===== src/rtl/pipe_stage_reg.sv =====
// pipe_stage_reg: one registered pipeline stage with valid/ready handshake,
// flush, and a saturating count of stalled cycles.
//
// Build option: define PIPE_STAGE_REG_SKID_EN to add a one-entry skid
// buffer. ready_o then comes straight from a flop, which cuts the
// combinational ready_i -> ready_o path. Without the macro, ready_o is
// !valid_o || ready_i.
//
// A bubble (valid_o = 0) always carries an all-zero control bundle, so it
// can never write memory or the register file. The data bundle keeps its
// last loaded value.

module pipe_stage_reg #(
    parameter int unsigned CTRL_W = 4,
    parameter int unsigned DATA_W = 69,
    parameter int unsigned CNT_W  = 16
) (
    input  logic              clk_i,
    input  logic              rst_n_i,
    input  logic              valid_i,
    output logic              ready_o,
    input  logic [CTRL_W-1:0] ctrl_i,
    input  logic [DATA_W-1:0] data_i,
    input  logic              flush_i,
    output logic              valid_o,
    input  logic              ready_i,
    output logic [CTRL_W-1:0] ctrl_o,
    output logic [DATA_W-1:0] data_o,
    output logic [CNT_W-1:0]  stall_cnt_o
);

    localparam logic [CNT_W-1:0] CNT_MAX = '1;

    logic              valid_q,     valid_d;
    logic [CTRL_W-1:0] ctrl_q,      ctrl_d;
    logic [DATA_W-1:0] data_q,      data_d;
    logic [CNT_W-1:0]  stall_cnt_q, stall_cnt_d;

    // The output register may take a new value when it is empty or its
    // current beat is leaving this cycle.
    logic out_free;
    logic accept;

    assign out_free = !valid_q || ready_i;

    // Stall counter: counts edges where a live beat is held back, saturating.
    always_comb begin
        stall_cnt_d = stall_cnt_q;
        if (valid_q && !ready_i && !flush_i && (stall_cnt_q != CNT_MAX)) begin
            stall_cnt_d = stall_cnt_q + 1'b1;
        end
    end

`ifdef PIPE_STAGE_REG_SKID_EN

    logic              skid_valid_q, skid_valid_d;
    logic [CTRL_W-1:0] skid_ctrl_q,  skid_ctrl_d;
    logic [DATA_W-1:0] skid_data_q,  skid_data_d;
    logic              ready_q,      ready_d;

    // ready_q is a registered copy of !skid_valid. When the skid is full,
    // ready_q is low, so the output register and the skid never both want
    // the same incoming beat.
    assign accept  = valid_i && ready_q;
    assign ready_o = ready_q;

    // Next-state logic for the output register and skid. Flush wins over
    // everything. A freed output register drains the skid before it takes
    // new input, which keeps beats in order.
    always_comb begin
        valid_d      = valid_q;
        ctrl_d       = ctrl_q;
        data_d       = data_q;
        skid_valid_d = skid_valid_q;
        skid_ctrl_d  = skid_ctrl_q;
        skid_data_d  = skid_data_q;

        if (flush_i) begin
            valid_d      = 1'b0;
            ctrl_d       = '0;
            skid_valid_d = 1'b0;
            skid_ctrl_d  = '0;
        end else if (out_free) begin
            if (skid_valid_q) begin
                valid_d      = 1'b1;
                ctrl_d       = skid_ctrl_q;
                data_d       = skid_data_q;
                skid_valid_d = 1'b0;
                skid_ctrl_d  = '0;
            end else if (accept) begin
                valid_d = 1'b1;
                ctrl_d  = ctrl_i;
                data_d  = data_i;
            end else begin
                valid_d = 1'b0;
                ctrl_d  = '0;
            end
        end else if (accept) begin
            skid_valid_d = 1'b1;
            skid_ctrl_d  = ctrl_i;
            skid_data_d  = data_i;
        end

        ready_d = !skid_valid_d;
    end

    // Skid state registers; reset leaves the skid empty and ready asserted.
    always_ff @(posedge clk_i or negedge rst_n_i) begin
        if (!rst_n_i) begin
            skid_valid_q <= 1'b0;
            skid_ctrl_q  <= '0;
            skid_data_q  <= '0;
            ready_q      <= 1'b1;
        end else begin
            skid_valid_q <= skid_valid_d;
            skid_ctrl_q  <= skid_ctrl_d;
            skid_data_q  <= skid_data_d;
            ready_q      <= ready_d;
        end
    end

`else

    assign ready_o = out_free;
    assign accept  = valid_i && out_free;

    // Next-state logic for the output register. Flush wins. A stalled
    // output holds. A free output loads the incoming beat or becomes a
    // bubble.
    always_comb begin
        valid_d = valid_q;
        ctrl_d  = ctrl_q;
        data_d  = data_q;

        if (flush_i) begin
            valid_d = 1'b0;
            ctrl_d  = '0;
        end else if (out_free) begin
            if (accept) begin
                valid_d = 1'b1;
                ctrl_d  = ctrl_i;
                data_d  = data_i;
            end else begin
                valid_d = 1'b0;
                ctrl_d  = '0;
            end
        end
    end

`endif

    // Output and counter registers, cleared asynchronously by reset.
    always_ff @(posedge clk_i or negedge rst_n_i) begin
        if (!rst_n_i) begin
            valid_q     <= 1'b0;
            ctrl_q      <= '0;
            data_q      <= '0;
            stall_cnt_q <= '0;
        end else begin
            valid_q     <= valid_d;
            ctrl_q      <= ctrl_d;
            data_q      <= data_d;
            stall_cnt_q <= stall_cnt_d;
        end
    end

    assign valid_o     = valid_q;
    assign ctrl_o      = ctrl_q;
    assign data_o      = data_q;
    assign stall_cnt_o = stall_cnt_q;

endmodule


===== config.mk =====
export PLATFORM = sky130hd
export DESIGN_NAME = pipe_stage_reg
export DESIGN_NICKNAME = d
export VERILOG_FILES = /design/src/rtl/pipe_stage_reg.sv
export SDC_FILE = /design/constraint.sdc
export NUM_CORES = 1
export LEC_CHECK = 0
export ABC_AREA = 1
export CORE_ASPECT_RATIO = 2
export CORE_MARGIN = 1
export CORE_UTILIZATION = 43
export DETAILED_ROUTE_END_ITERATION = 10
export GPL_ROUTABILITY_DRIVEN = 0
export PLACE_DENSITY_LB_ADDON = 0.12
export SLEW_MARGIN = 20
export SYNTH_ARGS = -nofsm -noshare
export SYNTH_HDL_FRONTEND = slang
export SYNTH_SLANG_ARGS = --single-unit

===== constraint.sdc =====
create_clock -name clk_i -period 1.75 [get_ports clk_i]
set_input_delay 0.2625 -clock clk_i [delete_from_list [all_inputs] [get_ports clk_i]]
set_output_delay 0.2625 -clock clk_i [all_outputs]
set_load 0.1 [all_outputs]

# After elaboration in Yosys (flattened, before gate mapping)
# Index checks and enable logic that the tools add are counted.
# Widths: inputs -> output; s select.
[classes]
addsub = 1
n_mul = 0
div_mod_pow = 0
order_cmp = 0
eq_ne = 1
shifts = 0
mux = 6
n_bitwise = 1
reduce_logical = 10
[ops]
columns = ["operator", "count"]
rows = [
  ["$add 16x1->16 const B", 1],
  ["$ne 16x16->1 const B", 1],
  ["$mux 4", 3],
  ["$logic_and 1x1->1", 4],
  ["$logic_not 1->1", 3],
  ["$mux 1", 3],
  ["$reduce_and 3->1", 1],
  ["$reduce_bool 2->1", 1],
  ["$logic_or 1x1->1", 1],
  ["$not 1->1", 1],
]
[word_totals]
regBits = 90
latchBits = 0
ram_bits = 0
mem_bits_ro = 0
inputBits = 78
output_inout_bits = 91
elab_cells = 23
n_memories = 0

# Depth between registers and ports, before layout
[logic_depth]
ltp_word = 6
ltp_mapped = 9
ltp_nobuf = 9

# Least setup slack after synthesis
# Ideal clock, no wire load.
[synth_timing]
kind = "register -> register"
startpoint = "register valid_q (netlist: valid_o)"
endpoint = "register data_q[0] (netlist: data_o[0])"
setup_time_ns = 0.125
t_arrival_ns = 2.131
required_time_ns = 1.625
path_slack_ns = -0.507
stages_incl_launch_ff = 6
n_path_buf = 2
synth_period_minus_slack_ns = 2.257
path_cell_list = "dfrtp_1 nand2_4 nand3_2 buf_6 buf_6 mux2_4"
[synth_between]
elab_chain_len = 4
[synth_lines]
columns = ["element", "line", "rtl"]
rows = [
  ["from (decl)", "34", "logic valid_q, valid_d;"],
  ["from (signal assigned)", "160", "valid_q <= valid_d;"],
  ["$logic_not 1->1 (*)", "44", "assign out_free = !valid_q || ready_i;"],
  ["$logic_or 1x1->1 (*)", "44", ""],
  ["net ready_o", "21", "output logic ready_o,"],
  ["$logic_and 1x1->1", "125", "assign accept = valid_i && out_free;"],
  ["$reduce_and 3->1 (no source line) (*)", "n/a", ""],
  ["to (signal assigned)", "162", "data_q <= data_d;"],
  ["to (decl)", "36", "logic [DATA_W-1:0] data_q, data_d;"],
]
# Mark *: on every way through the listed nets, which the timed path passes. The rest lies on a longest branch.
# A chain may end at the register's enable or synchronous reset.

# Worst setup path after layout
[layout_timing]
startpoint = "register stall_cnt_q[0] (netlist: stall_cnt_o[0])"
endpoint = "register stall_cnt_q[9] (netlist: stall_cnt_o[9])"
[layout_between]
elab_chain_len = 2
word_cells_on_any_way = 3
cone_classes = "1 x add/sub; 1 x eq/ne; 1 x reduce/logical"
[layout_lines]
columns = ["element", "line", "rtl"]
rows = [
  ["from (decl)", "37", "logic [CNT_W-1:0] stall_cnt_q, stall_cnt_d;"],
  ["from (signal assigned)", "163", "stall_cnt_q <= stall_cnt_d;"],
  ["parallel branches: the longest is 2 deep, another holds $add 16x1->16", "n/a", ""],
]
# Parallel ways; which one is timed is not known.

==> impl_metrics.ini <==
[timing]
fin_ws_ns = 0.160
finalHoldWorstSlack_ns = 0.399
tns_ns = 0
min_period_ns = 1.59
rsz0062_at_grt = no
max-slew-margin-rel_pct = 72.0
hold_violations = 0
period_share_pct = 90.9
fin_skew_ns = 0.00655
slew_violations = 0
worst_pin_slew_ns = 0.421
finalSetupViolations = 0
fmax_mhz = 629

[die]
io_pins = 169
core-area_sq_um = 9260
die_y_microns = 140
rows = 50
die_x_microns = 70.9
start_util_pct = 44.1
die-area_sq_um = 9910

[critical_path]
start_kind = flop
crit_slowest_cell = dfrtp_4
worstSetupEndpoint = stall_cnt_o[9]
crit_buf_inv = 2
slowest_delay_ns = 0.48
r2r_start = stall_cnt_o[0]
cp_top_family = flip-flops
cp.depth = 9
worstPathMaxFanout = 13
startpoint = stall_cnt_o[0]
r2r.worst_path.cells = 9
r2r_setup_slack_ns = 0.16
criticalPathCategory = flop to flop
cp.arrival_ns = 1.82
crit_chain = ha_2 -> nand3_2 -> inv_2 -> nand2_4 -> nor2_4 -> nor2_2 -> buf_12 -> nand2_1 -> o21ai_2
required_ns = 1.98
reg2reg_to = stall_cnt_o[9]
cp-end-kind = flop

[clocking]
clk_pin_slew_ns = 0.07
numCtsBuffers = 9
cts_max_level = 3
tritoncts = done
post-cts-setup-buffer-count = 0
clkLatencyLatePin_ns = 0.34
cts_sinks = 90
clk_path_buf_depth = 2
root_buffer = clkbuf_16

[drt]
dr.first_iter.drc_count = 166
ant_nets = 0
viasPerCell = 5.00
drc = 14
vias = 3060
avgRoutedWirePerCell_microns = 17.9
wl_mm = 11.0
firstDrtPassIters = 7

[flow_run]
maxCapViolations = 0

[pwr]
p_leak_uw = 0.00331
vdd_drop_max_uv = 947
power_uw = 9700
power.density_nw_per_um2 = 1350

[synth]
netlist_area_sq_um = 4080
syn_area_per_cell_sq_um = 12.7
ys_seq_elements = 90
synth_warnings = 0
netlist-cell-type-count = 24
netlist_instances = 322
synth-seq-area-share_pct = 55.2
synth_fp_nets = 401

[final_layout]
area.sequential_sq_um = 2280
fin_nets = 582
final_cell_mix = buf_12, clkdlybuf4s50_1, dfrtp_1
post-route-util_pct = 77.5
diodes = 0
multi_input_area_sq_um = 1660
drive_gt1_share_pct = 45.9
fillCellCount = 552
layout_commonest_cell = buf_12
syn2layout_area_growth_pct = 75.8

[grt]
grt_overflow = 0
grt-busiest-layer = met2
met2_usage_pct = 43.7
grt_max_degree = 42
grtUsageTotal_pct = 23.3
antenna_found_initial = 0
grt_pass1_vias = 3380
grtUsageMet3_pct = 5.00
grt_pass1_wl_mm = 17.4
grt_use_met1_pct = 23.0

[status]
violations = design-rule violations
status = finished, violations left

[placed_design]
post-place-ws_ns = 0.0273
port_buffers = 168
detailed_place_hpwl_mm = 8.62

[min_path]
hp-class = input port to asynchronous set/reset pin
-- power breakdown --
| part | total (uW) | switching, uW | internal, uW |
|---|---|---|---|
| sequential | 2910 | 468 | 2440 |
| clock | 1790 | 828 | 966 |
| combinational | 4990 | 3070 | 1920 |
| total | 9700 | 4360 | 5330 |
-- through the flow --
step           instance area [sq um]  cells
2_1_floorplan                   4120    322
3_3_place_gp                    6890    595
3_5_place_dp                    6890    595
4_1_cts                         7170    612
5_1_grt                         7170    612
6_report                        7170    612
-- per-layer routing --
layer  share of wire (%)  wire, microns
met5                   0              0
met2                  60           6550
met4                 4.2            458
met1                  31           3400
met3                 5.1            556
-- cell usage after synthesis --
| cell type | instances | area (sq um) |
|---|---|---|
| buf_2 | 1 | 5.00 |
| buf_6 | 8 | 90.1 |
| dfrtp_1 | 90 | 2250 |
| ha_1 | 1 | 12.5 |
| inv_1 | 21 | 78.8 |
| inv_2 | 3 | 11.3 |
| mux2_2 | 14 | 158 |
| mux2_4 | 55 | 826 |
| nand2_1 | 64 | 240 |
| nand2_2 | 8 | 50.1 |
| nand2_4 | 2 | 22.5 |
| nand3_1 | 8 | 40.0 |
| nand3_2 | 2 | 20.0 |
| nand3b_1 | 2 | 15.0 |
| nand4_1 | 3 | 18.8 |
| nor2_1 | 14 | 52.6 |
| nor2_2 | 6 | 37.5 |
| nor2_4 | 3 | 33.8 |
| nor3_2 | 1 | 10.0 |
| o21ai_0 | 8 | 40.0 |
| o21ai_1 | 1 | 5.00 |
| o21ai_2 | 4 | 35.0 |
| xnor2_1 | 2 | 17.5 |
| xor2_1 | 1 | 8.76 |
-- flip-flops by register name, indices dropped and copies added (netlist names) --
signal,cells
valid_o,1
ctrl_o,4
data_o,69
stall_cnt_o,16
-- worst reg2reg max path: stages (launching register included) --
cell	delay [ns]
dfrtp_4	0.48
ha_2	0.24
nand3_2	0.12
inv_2	0.10
nand2_4	0.05
nor2_4	0.14
nor2_2	0.07
buf_12	0.16
nand2_1	0.08
o21ai_2	0.05
-- how the worst min path moves through the flow --
| stage | cells after the start | startpoint | end | slack, ns |
|---|---|---|---|---|
| finish | 2 | rst_n_i | data_o[33] | 0.40 |
| global route | 2 | rst_n_i | data_o[33] | 0.43 |
| CTS | 2 | rst_n_i | data_o[33] | 0.40 |
| detailed placement | 1 | rst_n_i | data_o[33] | 0.22 |
| global placement | 1 | rst_n_i | data_o[39] | 0.22 |
| floorplan | 0 | rst_n_i | ctrl_o[0] | -0.03 |
-- cells by family (layout without fill, tap and decap cells) --
group	after synthesis	in the layout	share of synthesized area, %
simple gates	113	113	13.2
flops	90	90	55.2
buf+inv	33	219	4.54
xor+xnor	3	3	0.644
compound gates	13	13	1.96
mux	69	69	24.1
fa+ha+maj	1	1	0.307
-- repair_timing --
action	4_1_cts	5_1_grt
setup endpoints to repair	0	2
hold buffers	1	0
hold endpoints to repair	26	0
gates resized for setup	0	1
-- final cells by class --
| type | count | share of cell area [%] |
|---|---|---|
| Timing Repair Buffer | 179 | 38.2 |
| Sequential cell | 90 | 31.8 |
| Multi-Input combinational cell | 199 | 23.2 |
| Clock buffer | 10 | 3.19 |
| Tap cell | 104 | 1.81 |
| Inverter | 24 | 1.26 |
| Clock inverter | 6 | 0.593 |
(Power assumes the default switching activity.)
==> edit: new RTL, same settings <==
Take the reset off `data_q` and load it in a clocked block of its own.
--- a/src/rtl/pipe_stage_reg.sv
+++ b/src/rtl/pipe_stage_reg.sv
@@ -156,3 +156,2 @@
             ctrl_q      <= '0;
-            data_q      <= '0;
             stall_cnt_q <= '0;
@@ -161,5 +160,8 @@
             ctrl_q      <= ctrl_d;
-            data_q      <= data_d;
             stall_cnt_q <= stall_cnt_d;
         end
+    end
+
+    always_ff @(posedge clk_i) begin
+        data_q <= data_d;
     end
Check against the original RTL: not equivalent (a bounded check fails within 4 cycles, from zero or initial values and one cycle with rst_n_i low).
==> edit against the unedited design <==
  * Cell area down 21%
  * Worst setup slack better by 0.0049 ns
  * Core utilization down 3.0 points
  * Critical endpoint is now stall_cnt_o[15]$_DFFE_PN0P_
  * Wire length down 19%
  * Count of clock-buffer cells in the layout down 1
  * Die area down 17%
  * Sequential cell count unchanged
  * Cell count down 14%
  * Area after synthesis down 17%
Power is not compared: it rests on default switching activity, and its combinational part moved more than twofold at a synthesized area within 25%.
==> edit: results (changes against the unedited design) <==
<table>
<tr><th>Metric</th><th>Value</th></tr>
<tr><th colspan="2">Placed design</th></tr>
<tr><td>Pre-CTS worst setup slack</td><td>0.0138 ns (-0.0135 ns)</td></tr>
<tr><td>HPWL after detailed placement</td><td>6840 um (-21%)</td></tr>
<tr><th colspan="2">Synthesis</th></tr>
<tr><td>Nets in the synthesized netlist</td><td>320 (-20%)</td></tr>
<tr><td>Top cells by area, synth</td><td>edfxtp_1, dfrtp_1, nand2_1, inv_1, nor2_1</td></tr>
<tr><td>Most frequent cells after synthesis</td><td>nand2_1, edfxtp_1, dfrtp_1</td></tr>
<tr><td>Count of flip-flops with a built-in enable after synthesis</td><td>69 (+69)</td></tr>
<tr><td>Part of the Yosys area used for sequential elements</td><td>77.1% (+22 points)</td></tr>
<tr><td>Async set-or-reset flop fraction in the synthesized netlist</td><td>23.3% (-77 points)</td></tr>
<tr><th colspan="2">Detailed routing</th></tr>
<tr><td>Detailed Routing Iterations Pass 1</td><td>4 (-3)</td></tr>
<tr><td>Met3 Routed Length</td><td>658 um (+18%)</td></tr>
<tr><td>Via density</td><td>4.79 (-4.3%)</td></tr>
<tr><td>Detail Route met2 WL</td><td>5110 um (-22%)</td></tr>
<tr><td>Post-route met1 wirelength</td><td>2770 um (-18%)</td></tr>
<tr><td>DR iter-0 viols</td><td>151 (-9.0%)</td></tr>
<tr><th colspan="2">Run status</th></tr>
<tr><td>Status</td><td>completed</td></tr>
<tr><th colspan="2">Worst setup path</th></tr>
<tr><td>Reg-to-reg critical path endpoint</td><td>stall_cnt_o[15]$_DFFE_PN0P_</td></tr>
<tr><td>Kind of cell with the highest combined delay on the critical path</td><td>simple AND/OR/NAND/NOR gates</td></tr>
<tr><td>Cell depth of the worst flop-to-flop path</td><td>8 (-1)</td></tr>
<tr><td>Slowest cell delay on critical path</td><td>0.40 ns (-0.08 ns)</td></tr>
<tr><th colspan="2">GRT</th></tr>
<tr><td>GRT Util Overall</td><td>22.9% (-0.41 points)</td></tr>
<tr><td>Vias in the first global route</td><td>2563 (-24%)</td></tr>
<tr><td>Met3 global-route usage</td><td>6.70% (+1.7 points)</td></tr>
<tr><td>Met1 demand-to-capacity share in global routing</td><td>20.3% (-2.7 points)</td></tr>
<tr><td>Maximum number of pins on one net before global-route repair</td><td>33 (-21%)</td></tr>
<tr><td>Wire length of the first global-routing pass</td><td>13300 um (-24%)</td></tr>
<tr><th colspan="2">STA</th></tr>
<tr><td>Worst setup skew after layout</td><td>0.00422 ns (-0.00233 ns)</td></tr>
<tr><th colspan="2">Final layout</th></tr>
<tr><td>Count of fill cells added during filler insertion</td><td>503 (-8.9%)</td></tr>
<tr><td>Fraction of final layout cells with drive strength greater than 1</td><td>34.9% (-11 points)</td></tr>
</table>
[edit: layout make-up]
class                      instances  area share [%]
clock inverter                     7            1.22
inverter                          19            1.33
multi-input combinational        130            12.0
clock buffer                       9            3.98
tap                               94            2.08
sequential                        90            46.4
timing repair buffer             175            33.0
[edit: cells by family after synthesis]
group | share of synthesized area [%]
buffers and inverters | 2.90
adders and majority gates | 0.371
DFF | 77.1
xor gates and xnor gates | 1.30
AOI/OAI and AO/OA | 1.19
and+or+nand+nor | 17.2
[edit: through the flow]
step                      hold slack, ns  area, um^2  instances  power (mW)  util [%]
final                              0.270        5660        524        5.82      74.5
after global routing               0.294        5660        524        5.99      74.5
after CTS                          0.275        5660        524        5.86      74.4
after detailed placement           0.554        5360        508        3.99      70.6
after global placement             0.544        5360        508        3.97      70.6
after floorplan                  -0.0331        3400        241        3.44         -
[edit: timing repair]
action / in CTS / in global routing
gates resized for setup: 0 / 1
setup buffers: 0 / 0
setup endpoints to repair: 0 / 11
